===== config.mk =====
export PLATFORM = sky130hd
export DESIGN_NAME = hwpf_stride_snooper_array
export DESIGN_NICKNAME = d
export VERILOG_FILES = /design/src/rtl/hwpf_stride_snooper_array.sv
export SDC_FILE = /design/constraint.sdc
export NUM_CORES = 1
export LEC_CHECK = 0
export BUFFER_PORTS_ARGS = -buffer_cell sky130_fd_sc_hd__buf_2
export CORE_ASPECT_RATIO = 1.1
export CORE_UTILIZATION = 46
export DETAILED_ROUTE_END_ITERATION = 10
export PLACE_DENSITY = 0.68
export SETUP_SLACK_MARGIN = 0.1
export SLEW_MARGIN = 40
export SYNTH_ARGS = -nofsm -noshare
export SYNTH_HDL_FRONTEND = slang
export SYNTH_HIERARCHICAL = 1
export SYNTH_SLANG_ARGS = --single-unit
export TNS_END_PERCENT = 10

===== constraint.sdc =====
create_clock -name clk_i -period 2.95 [get_ports clk_i]
set_clock_uncertainty 0.2 [all_clocks]
set_input_delay 0.59 -clock clk_i [delete_from_list [all_inputs] [get_ports clk_i]]
set_output_delay 0.59 -clock clk_i [all_outputs]
set_load 0.05 [all_outputs]

===== src/rtl/hwpf_stride_snooper_array.sv =====
// Array of line-address snoopers. Each entry counts hits on its base line; on reaching
// the threshold it pulses a trigger, clears its count and advances its base by one line.

module hwpf_snooper_entry #(
    parameter int NLINE_WIDTH   = 40,
    parameter int CNT_WIDTH     = 4,
    parameter int HIT_THRESHOLD = 3
) (
    input  logic                   clk,
    input  logic                   rst_n,
    input  logic                   snoop_valid,
    input  logic [NLINE_WIDTH-1:0] snoop_nline,
    input  logic                   cfg_wr,
    input  logic                   cfg_en,
    input  logic [NLINE_WIDTH-1:0] cfg_base,
    output logic                   hit,
    output logic                   fire,
    output logic [NLINE_WIDTH-1:0] base
);
    localparam logic [CNT_WIDTH:0] THR = (CNT_WIDTH+1)'(HIT_THRESHOLD);

    logic                 en;
    logic [CNT_WIDTH-1:0] cnt;
    logic [CNT_WIDTH:0]   cnt_inc;

    // One spare bit so the increment can never alias back below the threshold.
    assign cnt_inc = {1'b0, cnt} + (CNT_WIDTH+1)'(1);
    assign hit     = snoop_valid && en && (base == snoop_nline);
    assign fire    = hit && (cnt_inc == THR);

    always_ff @(posedge clk) begin
        if (!rst_n) begin
            en   <= 1'b0;
            base <= '0;
            cnt  <= '0;
        end else if (cfg_wr) begin
            // Programming wins over a same-cycle hit on this entry.
            en   <= cfg_en;
            base <= cfg_base;
            cnt  <= '0;
        end else if (fire) begin
            cnt  <= '0;
            base <= base + NLINE_WIDTH'(1);
        end else if (hit) begin
            cnt  <= cnt_inc[CNT_WIDTH-1:0];
        end
    end
endmodule

module hwpf_stride_snooper_array #(
    parameter int NUM_SNOOPERS  = 4,
    parameter int NLINE_WIDTH   = 40,
    parameter int HIT_THRESHOLD = 3,
    parameter int CNT_WIDTH     = 4,
    localparam int IDX_W        = (NUM_SNOOPERS > 1) ? $clog2(NUM_SNOOPERS) : 1
) (
    input  logic                                clk_i,
    input  logic                                rst_ni,
    input  logic                                cfg_valid_i,
    input  logic [IDX_W-1:0]                    cfg_idx_i,
    input  logic                                cfg_en_i,
    input  logic [NLINE_WIDTH-1:0]              cfg_base_i,
    input  logic                                snoop_valid_i,
    input  logic [NLINE_WIDTH-1:0]              snoop_nline_i,
    output logic                                match_valid_o,
    output logic [NUM_SNOOPERS-1:0]             match_vec_o,
    output logic [IDX_W-1:0]                    match_idx_o,
    output logic [NUM_SNOOPERS-1:0]             trigger_o,
    output logic [NUM_SNOOPERS*NLINE_WIDTH-1:0] base_o
);
    logic [NUM_SNOOPERS-1:0]                  hit;
    logic [NUM_SNOOPERS-1:0]                  fire;
    logic [NUM_SNOOPERS-1:0]                  cfg_wr;
    logic [NUM_SNOOPERS-1:0][NLINE_WIDTH-1:0] base;
    logic [IDX_W-1:0]                         first_idx;

    genvar g;
    generate
        for (g = 0; g < NUM_SNOOPERS; g++) begin : g_entry
            // Out-of-range indices decode to no entry and are dropped.
            assign cfg_wr[g] = cfg_valid_i && (cfg_idx_i == IDX_W'(g));

            hwpf_snooper_entry #(
                .NLINE_WIDTH  (NLINE_WIDTH),
                .CNT_WIDTH    (CNT_WIDTH),
                .HIT_THRESHOLD(HIT_THRESHOLD)
            ) u_entry (
                .clk        (clk_i),
                .rst_n      (rst_ni),
                .snoop_valid(snoop_valid_i),
                .snoop_nline(snoop_nline_i),
                .cfg_wr     (cfg_wr[g]),
                .cfg_en     (cfg_en_i),
                .cfg_base   (cfg_base_i),
                .hit        (hit[g]),
                .fire       (fire[g]),
                .base       (base[g])
            );
        end
    endgenerate

    assign base_o = base;

    always_comb begin
        first_idx = '0;
        for (int i = NUM_SNOOPERS - 1; i >= 0; i--) begin
            if (hit[i]) first_idx = IDX_W'(i);
        end
    end

    always_ff @(posedge clk_i) begin
        if (!rst_ni) begin
            match_valid_o <= 1'b0;
            match_vec_o   <= '0;
            match_idx_o   <= '0;
            trigger_o     <= '0;
        end else begin
            match_valid_o <= |hit;
            match_vec_o   <= hit;
            match_idx_o   <= first_idx;
            trigger_o     <= fire;
        end
    end
endmodule


# == Word level (Yosys, flattened, before mapping) ==
# Cells that the tools add are included.
# classes
addsub,8
eq_ne,11
n_mux,11
bitwise_logic,1
n_reduce_logical,28
# op_table
cell,count
$mux W40,8
$add A40 B1 Y40 const B,4
$eq A40 B40 Y1,4
$add A4 B1 Y5 const B,4
$eq A5 B2 Y1 const B,4
$logic_and A1 B1 Y1,16
$reduce_or A3 Y1,5
$reduce_bool A2 Y1,4
$eq A2 B2 Y1 const B,2
$mux W2,2
$reduce_or A4 Y1,1
$eq A2 B1 Y1 const B,1
$logic_not A2 Y1,1
$reduce_or A2 Y1,1
$mux W1,1
$not A1 Y1,1
# word_totals
ff_bits,191
output_inout_bits,171
wordCells,76

# == Longest topological paths before layout ==
# logic_depth
word_depth,5
mapped_depth,10
ltp_nobuf,9

# == Modules after synthesis ==
# The synthesis kept the hierarchy.
# by_module_without_submodules
mod,instances,cells_each,area_per_inst_um2
hwpf_snooper_entry,4,452,3459.6
hwpf_stride_snooper_array,1,31,342.8

# == Worst setup path before layout ==
# No wires, ideal clock.
# synth_path
kind,register -> register
startpoint,register g_entry[0].u_entry.base[0]
endpoint,register g_entry[0].u_entry.base[33]
arrival_ns,2.604
required_ns,2.616
slack_ns,0.012
path_stages_with_launch,8
synth_period_minus_slack_ns,2.938
path_cell_list,dfxtp_1 > xnor2_1 > nand4_1 > or4_1 > or4_1 > buf_2 > o311ai_1 > o211ai_1
# synth_between
elab_chain_len,4
elab_cells_between_ends,7
# synth_rtl
element,line,source
"start, declared",18,output logic [NLINE_WIDTH-1:0] base
"start signal, assigned",39,base <= cfg_base;
"start signal, assigned",43,base <= base + NLINE_WIDTH'(1);
branches (longest 4 deep; another with $add A40 B1 Y40),--,
# Several ways; the timed one is not identified. The select of a mux whose other input is x is not followed.
# A chain may end at the register's enable or synchronous reset.

# == Worst setup path in the final report ==
# layout_path
startpoint,register g_entry[1].u_entry.base[10]
endpoint,register g_entry[1].u_entry.base[16]
# layout_between
elab_chain_len,4
elab_cells_between_ends,7
# layout_rtl
element,line
"start, declared",18
"start signal, assigned",39
"start signal, assigned",43
branches (longest 4 deep; another with $add A40 B1 Y40),--
# Several ways; the timed one is not identified. The select of a mux whose other input is x is not followed.

==> metrics.md <==
| Metric | Value |
|---|---|
| Clock Sinks | 191 |
| Post-synth ARST share | 0% |
| Drt pass-1 iters | 6 |
| Initial drt markers | 2,793 |
| Worst Path Buf+Inv | 2 |
| GR Util All Layers | a little over two fifths |
| Routed WL per cell | 25.7 microns |
| Largest net degree at the start of global routing | 62 |
| Unrepaired setup endpoints after global routing | yes |
| Die ar. | 31,500 sq um |
| Post-synthesis cell area | 14,200 sq um |
| CTS max path bufs | 2 |
| Row Count | 67 |
| Period minus WS final | 2.85 ns |
| CP Capture Type | register |
| Seq/Total Area, Yosys | 27.0% |
| CORE AREA | 30,400 sq um |
| Initial antenna violation count | 5 |
| WP data arrival | 2.99 ns |
| Worst-skew pair later-pin latency | 0.46 ns |
| Cts bufs inserted | 17 |
| Hold crit path type | register to register |
| Final hold violation count | 0 |
| Layout cell share with drive strength beyond 1 | 30.3% |
| Setup TNS | 0 ns |
| Clk slew on worst S/H paths | 0.08 ns |
| Status | finished, final reports clean |
| Final instance area | 18,700 sq um |
| Final Max Slew Viols | 0 |
| CTS tree | done |
| Setup Crit Path Kind | register to register |
| Syn_nets | just under 2,000 |
| Post-synthesis register bit count | approximately 190 |
| Power per Cell Area | 437 nW/um^2 |
| Leak | 7.15 nW |
| Startpoint Class | register |
| Synth cell types | 55 |
| Synth Area per Inst | 7.71 sq um |
| P&R area growth vs syn | 31.8% |
| CP top delay family | simple AND/OR/NAND/NOR gates |
| Worst-path cell chain | nor2b_1 > or4_4 > nor4_4 > buf_4 > nand4_2 > buf_4 > or3_1 > a311oi_1 |
| HP Start | g_entry[0].u_entry/cnt[1] |
| Largest stage delay, worst path | 0.56 ns |
| Share of the synthesized area in the top cell type | 27.0% |
| ANT nets after route | 0 |
| Reg2reg path depth | 8 |
| Reg-to-Reg End | g_entry[1].u_entry/base[16] |
| Port Buffers | roughly 260 |
| Ports | 258 |
| First-pass GRT wire length | between 100 and 150 mm |
| Tcrit/Tclk final | 96.6% |
| Hold path depth | 2 |
| VDD IR max | 0.401 mV |
| Worst-path maximum fanout | 15 |
| Top cell by count, worst path | buf_4 |
| Nets | 2,387 |
| Number of flops mapped to enable cells by yosys | 0 |
| Vias | around 18,000 |
| Worst-Margin Slew | 0.681 ns |
| Critical R2R Launch | g_entry[1].u_entry/base[10] |
| Slew headroom | 54.4% |
| Fmax | ~0.35 GHz |
| Crit path max-delay cell type | or4_4 |
| Hold-fix buffers, CTS | 0 |
| Pwr Total | 0.00817 W |
| Largest cells by area after synthesis | dfxtp_1, xnor2_1, o21ai_0 |
| Reg2Reg Setup Slack | between 0.09 and 0.1 ns |
| Initial core utilization | 46.6% |
| CTS H-tree lvls | 4 |
| Post-synthesis cell count | 1,839 |
| Fillers | between 2,000 and 3,000 |
| Cell taking the most area after synthesis | dfxtp_1 |
| Critical Path RT | just over 3 ns |
| Vias in the first global route | 16,252 |
| Max-cap violations | 0 |
| DP Area | 17,800 sq um |
| DPL Wire Length | 51.6 mm |
| Hold EP | g_entry[0].u_entry/cnt[1] |
| DRC Markers | 0 |
| Die H | between 150 and 200 microns |
| Top_reg_cell synth | dfxtp_1 |
| Synth warn | 6 |
| Vias per inst | 6.70 |
| Gr ovfl total | 0 |
| Post-Route WL | 69.8 mm |
| Gpl congestion | 1.03 |
| Root Buffer | clkbuf_16 |
| Final setup vio count | 0 |
| Die W | 169 microns |
==> logic make-up after synthesis <==
logic type	count (synthesis)	share of synthesized area, %
compound gates	434	19.1
xor+xnor	156	9.63
fa+ha+maj	12	1.06
buf+inv	137	3.73
flops	191	27.0
mux	8	0.565
simple gates	901	38.9
==> layout make-up <==
cell class	instances	area (sq um)	area share, %
Timing Repair Buffer	517	3400	18.2
Inverter	49	184	0.984
Tap cell	414	518	2.77
Antenna cell	2	5.00	0.0268
Multi-Input combinational cell	1512	10100	54.0
Sequential cell	191	3910	20.9
Clock inverter	7	77.6	0.415
Clock buffer	24	502	2.68
==> per-stage QoR <==
step	instances	util, %	setup WS, ns	hold slack (ns)
after floorplan	1839	-	0.0627	0.253
after global placement	2676	58.4	-0.283	0.261
after detailed placement	2676	58.4	-0.367	0.278
after CTS	2709	60.4	0.0838	0.260
after global routing	2714	61.4	0.00187	0.286
final	2716	61.4	0.0995	0.283
==> how the worst max path moves through the flow <==
stage	from	endpoint	slack, ns	depth (start not counted)
2_1_floorplan	g_entry[1].u_entry/base[5]	g_entry[1].u_entry/base[16]	0.06	6
3_5_place_dp	snoop_nline_i[12]	g_entry[3].u_entry/base[10]	-0.37	8
4_1_cts	g_entry[2].u_entry/base[0]	g_entry[2].u_entry/base[33]	0.08	6
3_3_place_gp	snoop_nline_i[12]	g_entry[1].u_entry/base[16]	-0.28	8
6_report	g_entry[1].u_entry/base[10]	g_entry[1].u_entry/base[16]	0.1	8
5_1_grt	g_entry[3].u_entry/base[0]	g_entry[3].u_entry/base[16]	0.002	9
==> where the power goes <==
part | internal (W) | switching (W) | total [W]
clock | 0.00128 | 0.00116 | 0.00244
combinational | 0.000866 | 0.00173 | 0.00260
sequential | 0.00278 | 0.000347 | 0.00313
==> registers in the layout, indices dropped and copies added (netlist names) <==
name	cells
match_vec_o	4
match_valid_o	1
g_entry.u_entry/cnt	16
match_idx_o	2
g_entry.u_entry/en	4
trigger_o	4
g_entry.u_entry/base	160
==> Yosys cell counts, types with 5 or more instances <==
| master | instances |
|---|---|
| a21oi_1 | 49 |
| a22oi_1 | 24 |
| a311oi_1 | 24 |
| a31oi_1 | 64 |
| a32oi_1 | 8 |
| and2_1 | 51 |
| and3_1 | 37 |
| and3b_1 | 5 |
| and4_1 | 32 |
| buf_2 | 12 |
| clkbuf_1 | 76 |
| clkinv_1 | 8 |
| dfxtp_1 | 191 |
| ha_1 | 12 |
| inv_1 | 41 |
| mux2i_1 | 8 |
| nand2_1 | 93 |
| nand2b_1 | 42 |
| nand3_1 | 136 |
| nand4_1 | 104 |
| nand4_2 | 8 |
| nand4b_1 | 12 |
| nor2_1 | 74 |
| nor2b_1 | 16 |
| nor3_1 | 49 |
| nor3b_1 | 5 |
| nor4_1 | 40 |
| nor4_4 | 8 |
| nor4b_1 | 12 |
| o2111ai_1 | 16 |
| o211ai_1 | 28 |
| o21ai_0 | 180 |
| o31ai_1 | 8 |
| or2_2 | 8 |
| or3_1 | 108 |
| or4_1 | 28 |
| or4_4 | 8 |
| xnor2_1 | 116 |
| xor2_1 | 40 |
==> worst reg2reg max path: cells and delay by family (launching register included) <==
| kind | cells | cell delay, ns |
|---|---|---|
| AO/OA/AOI/OAI | 1 | 0.34 |
| AND/OR/NAND/NOR | 5 | 1.47 |
| buffers and inverters | 2 | 0.40 |
| flip-flops | 1 | 0.33 |
==> repair_timing <==
action,CTS,global route
setup buffers,2,4
setup endpoints to repair,9,102
pin swaps,2,11
endpoints found under the hold margin,0,0
gates cloned,0,1
gates resized for setup,2,49
==> cell usage in the layout (no fill, tap or decap), types with 17 or more instances in the layout <==
master	Yosys	layout
buf_2	12	256
buf_4	0	247
o21ai_0	180	180
nand3_1	136	136
dfxtp_1	191	129
or3_1	108	108
nand4_1	104	104
xnor2_1	116	101
nand2_1	93	93
nor2_1	74	73
a31oi_1	64	62
dfxtp_2	0	57
and2_1	51	51
a21oi_1	49	49
nor3_1	49	48
inv_1	41	41
nand2b_1	42	40
xor2_1	40	40
nor4_1	40	40
and3_1	37	37
and4_1	32	32
o211ai_1	28	28
a311oi_1	24	24
a22oi_1	24	24
or4_4	8	19
clkbuf_16	0	17
or4_1	28	17
==> layer usage <==
metal  track usage, %  vias to the layer above  part of all wire (%)
met5                0                        -                 0.059
met4             31.2                        6                   7.5
met3             9.10                      279                    13
met2             63.8                     1338                    42
met1             56.2                     8582                    38
li1                 -                     7985                     -
Note: power is estimated with default switching activity, not from simulation.
